**src/rtl/lifo_multi_ch.sv**
```systemverilog
// -----------------------------------------------------------------------------
// lifo_multi_ch
//   NUM_CH independent LIFO stacks sharing one NUM_CH*DEPTH x DATA_WIDTH memory.
//   Each channel owns the address slice [ch*DEPTH +: DEPTH]. There is one push
//   port and one pop port, each with its own channel select. A push and a pop to
//   the same non-empty channel in one cycle replace the top entry. Pops have a
//   registered read with a one-cycle valid strobe.
//
// Optional feature macro: LIFO_ERR_FLAGS_EN
//   When defined, lifo_ovf/lifo_udf are sticky per-channel error bits that are
//   cleared by err_clr or rst. When undefined, both outputs are tied to 0 and
//   err_clr is ignored. The port list is the same in both builds.
//
// Ports
//   clk        in   1              single clock, all logic on posedge
//   rst        in   1              synchronous, active-high reset
//   data_wr    in   DATA_WIDTH     push data
//   wr_en      in   1              push request
//   wr_ch      in   CH_W           push channel
//   rd_en      in   1              pop request
//   rd_ch      in   CH_W           pop channel
//   data_rd    out  DATA_WIDTH     popped data (registered)
//   rd_valid   out  1              data_rd holds a freshly popped value
//   lifo_full  out  NUM_CH         channel holds DEPTH entries
//   lifo_empty out  NUM_CH         channel holds 0 entries
//   lifo_count out  NUM_CH*CNT_W   occupancy of channel c at [c*CNT_W +: CNT_W]
//   lifo_ovf   out  NUM_CH         sticky overflow (push to a full channel)
//   lifo_udf   out  NUM_CH         sticky underflow (pop from an empty channel)
//   err_clr    in   1              clears all sticky error bits
// -----------------------------------------------------------------------------
module lifo_multi_ch #(
  parameter int DEPTH      = 12,
  parameter int DATA_WIDTH = 8,
  parameter int NUM_CH     = 4,
  localparam int CNT_W     = $clog2(DEPTH + 1),
  localparam int CH_W      = (NUM_CH > 1) ? $clog2(NUM_CH) : 1
) (
  input  logic                      clk,
  input  logic                      rst,
  input  logic [DATA_WIDTH-1:0]     data_wr,
  input  logic                      wr_en,
  input  logic [CH_W-1:0]           wr_ch,
  input  logic                      rd_en,
  input  logic [CH_W-1:0]           rd_ch,
  output logic [DATA_WIDTH-1:0]     data_rd,
  output logic                      rd_valid,
  output logic [NUM_CH-1:0]         lifo_full,
  output logic [NUM_CH-1:0]         lifo_empty,
  output logic [NUM_CH*CNT_W-1:0]   lifo_count,
  output logic [NUM_CH-1:0]         lifo_ovf,
  output logic [NUM_CH-1:0]         lifo_udf,
  input  logic                      err_clr
);

  localparam int MEM_DEPTH = NUM_CH * DEPTH;
  localparam int ADDR_W    = (MEM_DEPTH > 1) ? $clog2(MEM_DEPTH) : 1;

  logic [DATA_WIDTH-1:0] mem [MEM_DEPTH];
  logic [CNT_W-1:0]      cnt [NUM_CH];

  logic              wr_ch_ok, rd_ch_ok;
  logic              wr_full, rd_empty;
  logic [CNT_W-1:0]  wr_cnt, rd_cnt;
  logic              replace, push_acc, pop_acc;
  logic [ADDR_W-1:0] wr_addr, rd_addr;

  // Flags and packed count are pure decodes of the per-channel count registers.
  always_comb begin
    for (int c = 0; c < NUM_CH; c++) begin
      lifo_full[c]                  = (cnt[c] == CNT_W'(DEPTH));
      lifo_empty[c]                 = (cnt[c] == '0);
      lifo_count[c*CNT_W +: CNT_W]  = cnt[c];
    end
  end

  // Request qualification. A channel index beyond NUM_CH selects nothing.
  // NOTE: every signal assigned in this always_comb gets a value on every path
  // (defaults first), otherwise synthesis infers a latch.
  always_comb begin
    wr_ch_ok = (int'(wr_ch) < NUM_CH);
    rd_ch_ok = (int'(rd_ch) < NUM_CH);
    wr_full  = 1'b0;
    wr_cnt   = '0;
    rd_empty = 1'b1;
    rd_cnt   = '0;
    if (wr_ch_ok) begin
      wr_full = lifo_full[wr_ch];
      wr_cnt  = cnt[wr_ch];
    end
    if (rd_ch_ok) begin
      rd_empty = lifo_empty[rd_ch];
      rd_cnt   = cnt[rd_ch];
    end

    // Same-channel push+pop on a non-empty stack swaps the top entry, which is
    // legal even when the channel is full since occupancy does not change.
    replace  = wr_en && rd_en && wr_ch_ok && rd_ch_ok &&
               (wr_ch == rd_ch) && !rd_empty;
    push_acc = wr_en && wr_ch_ok && (!wr_full || replace);
    pop_acc  = rd_en && rd_ch_ok && !rd_empty;

    // A replace writes over the current top; a plain push writes one above it.
    wr_addr  = ADDR_W'(int'(wr_ch) * DEPTH + int'(wr_cnt) - (replace ? 1 : 0));
    rd_addr  = ADDR_W'(int'(rd_ch) * DEPTH + int'(rd_cnt) - 1);
  end

  // NOTE: the storage array has no reset; after rst the counts are zero, so
  // stale contents are unreachable and the memory can map to plain RAM.
  always_ff @(posedge clk) begin
    if (push_acc) begin
      mem[wr_addr] <= data_wr;
    end
  end

  // NOTE: sequential state uses non-blocking assignments only, so the pop read
  // below sees the pre-edge top even when a replace writes it on the same edge.
  always_ff @(posedge clk) begin
    if (rst) begin
      data_rd  <= '0;
      rd_valid <= 1'b0;
    end else begin
      rd_valid <= pop_acc;
      if (pop_acc) begin
        data_rd <= mem[rd_addr];
      end
    end
  end

  always_ff @(posedge clk) begin
    if (rst) begin
      for (int c = 0; c < NUM_CH; c++) begin
        cnt[c] <= '0;
      end
    end else begin
      for (int c = 0; c < NUM_CH; c++) begin
        case ({push_acc && !replace && (wr_ch == CH_W'(c)),
               pop_acc  && !replace && (rd_ch == CH_W'(c))})
          2'b10:   cnt[c] <= cnt[c] + 1'b1;
          2'b01:   cnt[c] <= cnt[c] - 1'b1;
          default: cnt[c] <= cnt[c];
        endcase
      end
    end
  end

`ifdef LIFO_ERR_FLAGS_EN
  logic [NUM_CH-1:0] ovf_set, udf_set;

  // Errors are attributed only to valid channels; out-of-range requests are
  // dropped without touching any flag.
  always_comb begin
    for (int c = 0; c < NUM_CH; c++) begin
      ovf_set[c] = wr_en && wr_ch_ok && (wr_ch == CH_W'(c)) && lifo_full[c] && !replace;
      udf_set[c] = rd_en && rd_ch_ok && (rd_ch == CH_W'(c)) && lifo_empty[c];
    end
  end

  // A new error in the same cycle as err_clr stays set.
  always_ff @(posedge clk) begin
    if (rst) begin
      lifo_ovf <= '0;
      lifo_udf <= '0;
    end else begin
      lifo_ovf <= (err_clr ? '0 : lifo_ovf) | ovf_set;
      lifo_udf <= (err_clr ? '0 : lifo_udf) | udf_set;
    end
  end
`else
  logic unused_err_clr;
  assign unused_err_clr = err_clr;
  assign lifo_ovf       = '0;
  assign lifo_udf       = '0;
`endif

endmodule

```
**config.mk**
```make
export PLATFORM = sky130hd
export DESIGN_NAME = lifo_multi_ch
export DESIGN_NICKNAME = d
export VERILOG_FILES = /design/src/rtl/lifo_multi_ch.sv
export SDC_FILE = /design/constraint.sdc
export NUM_CORES = 1
export LEC_CHECK = 0
export ABC_AREA = 1
export ABC_CLOCK_PERIOD_IN_PS = 3350
export BUFFER_PORTS_ARGS = -buffer_cell sky130_fd_sc_hd__buf_2
export CAP_MARGIN = 20
export CORE_UTILIZATION = 44
export DETAILED_ROUTE_END_ITERATION = 10
export PLACE_DENSITY = 0.67
export SLEW_MARGIN = 20
export SYNTH_ARGS = -nofsm -noshare
export SYNTH_HDL_FRONTEND = slang
export SYNTH_SLANG_ARGS = --single-unit
```
**constraint.sdc**
```tcl
create_clock -name clk -period 3.35 [get_ports clk]
set_input_delay 0.335 -clock clk [delete_from_list [all_inputs] [get_ports clk]]
set_output_delay 0.335 -clock clk [all_outputs]
set_load 0.03 [all_outputs]
```
==> key figures <==
Critical path
  – CP cell instances: nor2_2, inv_2, nor3_4, nand2_1, nand3_2, nand2_2, nand2_4, nor2_4, ha_4, inv_4, ha_4, inv_2, fa_2, o211ai_1, xnor2_2, inv_2, nor2_4, nand2_8, nor2_4
  – CP endpoint kind: register
  – Worst setup path class: register to register
  – CP peak stage delay: 0.40 ns
  – Crit. Startpoint: cnt[2][0]$_SDFFCE_PN0P_
  – CP required: 3.58 ns
  – Crit start category: register
  – CP max-delay cell: edfxtp_1
  – Arr. time, crit path: 3.70 ns
  – Max FO, Critical Path: 8
  – RR Startpoint: cnt[2][0]$_SDFFCE_PN0P_

Logic synthesis
  – Count leader, synth: edfxtp_1
  – Cell taking the most area after synthesis: edfxtp_1
  – Mapped Area: ~19000 µm²
  – Primary FF master, synth: edfxtp_1
  – EDFF count, synth: 400
  – Syn_area_per_cell: between 10 and 15 µm²
  – Synth cell count leaders: edfxtp_1, nand2_1, inv_1
  – Synth warn: 0
  – Unique cell type count in the Yosys netlist: 36
  – Ys async rst share: 0%
  – Synth Instances: around 1700
  – Largest cells by area after synthesis: edfxtp_1, nand2_1, nand3_1
  – Seq/Total Area, Yosys: around two thirds
  – Seq cells post-synth: ~410
  – Yosys top cell area share: between 60% and 70%

Layout
  – Post-route cell area: roughly 22000 µm²
  – Final antenna diode count: 0
  – Area growth syn-to-layout: 19.8%
  – Filler cells: roughly 3400
  – Nets@finish: 1925
  – Share of cells above drive strength 1: about 18%

Timing
  – Final worst setup slack: -0.116 ns
  – Setup Skew: 0.0158 ns
  – Fin crit share: 103%
  – Minimum clock period: roughly 3.5 ns
  – Fin Setup TNS: -17.50 ns
  – RSZ-0062 raised after global routing: true
  – Worst Tran Pin Value: roughly 1.1 ns
  – Final hold violation count: 0
  – Final Slew Violations: 0
  – Fmax: between 200 and 300 MHz
  – Final Setup Violations: approximately 310
  – Max-slew headroom: between 20% and 30%

Clock network
  – Root Driver: clkbuf_16
  – Max clock buf depth: 3
  – CTS tree: built
  – Clk sinks: 409
  – Clock transition at path regs: ~0.060 ns
  – Hold_buf cts: 0
  – Clk_lat worst skew: between 0.5 and 0.6 ns
  – # H-tree levels: 2
  – Num CTS Buffers: between 40 and 50

Global route
  – Global-route wire length before repair: 69.7 mm
  – Grt ovf: 0
  – Vias in the first global route: approximately 12000
  – Largest net degree at the start of global routing: roughly 300
  – Initial antenna violation count: 1
  – Total Routing Usage GR: roughly a fifth

Power
  – Reg power frac: a little over two fifths
  – Net Sw Frac: roughly 30%
  – Pwr dens: roughly 600 nW/µm²
  – Logic pwr share: between 20% and 30%
  – Maximum vdd drop: between 0.3 and 0.4 mV
  – Internal power: ~9400 µW
  – Psw: 4100 µW
  – Power share of the clock group: roughly a third
  – Static Leakage: around 0.0087 µW

Die
  – Starting Density: 45.0%
  – Die Area: 43100 µm²
  – Die height: 208 µm
  – Row count: 74
  – CORE AREA: ~41000 µm²
  – IO Pins: 58
  – Die Span X: between 200 and 250 µm

Drt
  – Post-Route WL: ~45 mm
  – Detail Route met2 WL: 21.6 mm
  – Top Layer Used: met4
  – Met3 wire len: ~3.4 mm
  – DRC viols: 0
  – Vias per cell: around 5.4
  – M1 wire length: between 15 and 20 mm
  – WL/cell: about 19 µm
  – TritonRoute pass-1 iters: 6
  – DR vias: 13100
  – DRT iter0 DRCs: between 1000 and 1500
  – Antenna Nets Post-Route: 0

Place
  – Final HPWL DP: ~28 mm
  – Dpl cell area: 20300 µm²
  – Port Buf Inserts: 48
  – Routability cong.: just under 0.9

Outcome
  – Failing checks: setup timing
  – Outcome: complete, but fails checks

Hold path
  – Min-delay src: rst
  – Hold Path Class: primary input to register

Run
  – Max-Cap Viols: 0
[state kept, by name, indices dropped and copies added (netlist names)]
signal and count:
cnt 16, rd_valid 1, data_rd 8, mem 384
[cell usage in the layout, fill, tap and decap left out, drive strengths merged, types with 3 or more instances in the layout]
master  synthesis  routed
bufinv          0       3
buf            60     187
nand3b         39      39
a31oi           3       3
nor3            7       7
dfxtp           9       9
o21ai         111     111
o22ai           3       3
a21oi          96      96
or2             5       5
nand4           9       9
conb            1       8
clkinv          3      20
o211ai         41      41
clkbuf         35      53
fa              4       4
ha             30      30
xnor2           8       8
nand2         305     305
nor2           84      84
xor2            3       3
inv           244     244
nand3         226     226
edfxtp        400     400
[through the flow]
stage	total power, µW	instances	hold WS, ns	worst slack (ns)	utilization [%]
finish	13500	2437	0.208	-0.116	54.0
detailed placement	8840	2344	0.545	-0.122	49.2
global placement	8790	2344	0.529	-0.0921	49.2
CTS	13400	2427	0.147	-0.0302	52.6
global route	14100	2437	0.208	-0.311	54.0
floorplan	7740	1738	0.434	-0.459	-
[timing repair]
item | 4_1_cts | 5_1_grt
endpoints found under the setup margin | 180 | 405
buffers inserted | 8 | 10
gates resized for setup | 2 | 127
pin swaps | 18 | 55
[worst max-delay path: cells and delay by family, from the launching register on]
kind / cells / cell delay [ns]
AO/OA/AOI/OAI: 1 / 0.28
XOR/XNOR: 1 / 0.19
adder cells (fa/ha/maj): 3 / 0.64
buffers and inverters: 4 / 0.23
flip-flops: 1 / 0.40
AND/OR/NAND/NOR: 10 / 1.38
[cell type report]
| type | instances | area, µm² | area share, % |
|---|---|---|---|
| Clock buffer | 53 | 1170 | 5.23 |
| Clock inverter | 22 | 180 | 0.808 |
| Inverter | 247 | 932 | 4.18 |
| Multi-Input combinational cell | 987 | 5660 | 25.4 |
| Sequential cell | 409 | 12200 | 54.7 |
| Tap cell | 532 | 666 | 2.99 |
| Timing Repair Buffer | 187 | 1490 | 6.70 |
[metal layers]
layer / vias to the layer above / GRT usage (%)
met5: - / 0
met4: 0 / 7.41
met3: 75 / 3.72
met2: 507 / 34.0
met1: 6237 / 28.9
li1: 6245 / -
[final timing paths]
path | endpoint | slack (ns) | cells past startpoint
setup / recovery | mem[15][5]$_DFFE_PP_ | -0.12 | 19
hold / removal | rd_valid$_SDFF_PP0_ | 0.21 | 2
setup reg to reg | mem[15][5]$_DFFE_PP_ | -0.12 | 19
hold reg to reg | data_rd[5]$_SDFFE_PP0P_ | 0.56 | 2
[cell families after synthesis]
kind of cell,after synthesis,share of synthesized area [%]
buffers and inverters,342,7.51
xor gates and xnor gates,11,0.518
other,1,0.0202
adders and majority gates,34,2.45
and+or+nand+nor,675,16.3
DFF,409,65.6
AOI/OAI and AO/OA,259,7.65
[power groups by stage]
stage               clock network (µW)  logic (µW)  registers, µW
floorplan                            0        1780           5960
global placement                     0        2910           5880
detailed placement                   0        2950           5890
CTS                               4610        2990           5780
global route                      4810        3480           5790
finish                            4550        3220           5780
Note: power is estimated with default switching activity, not from simulation.
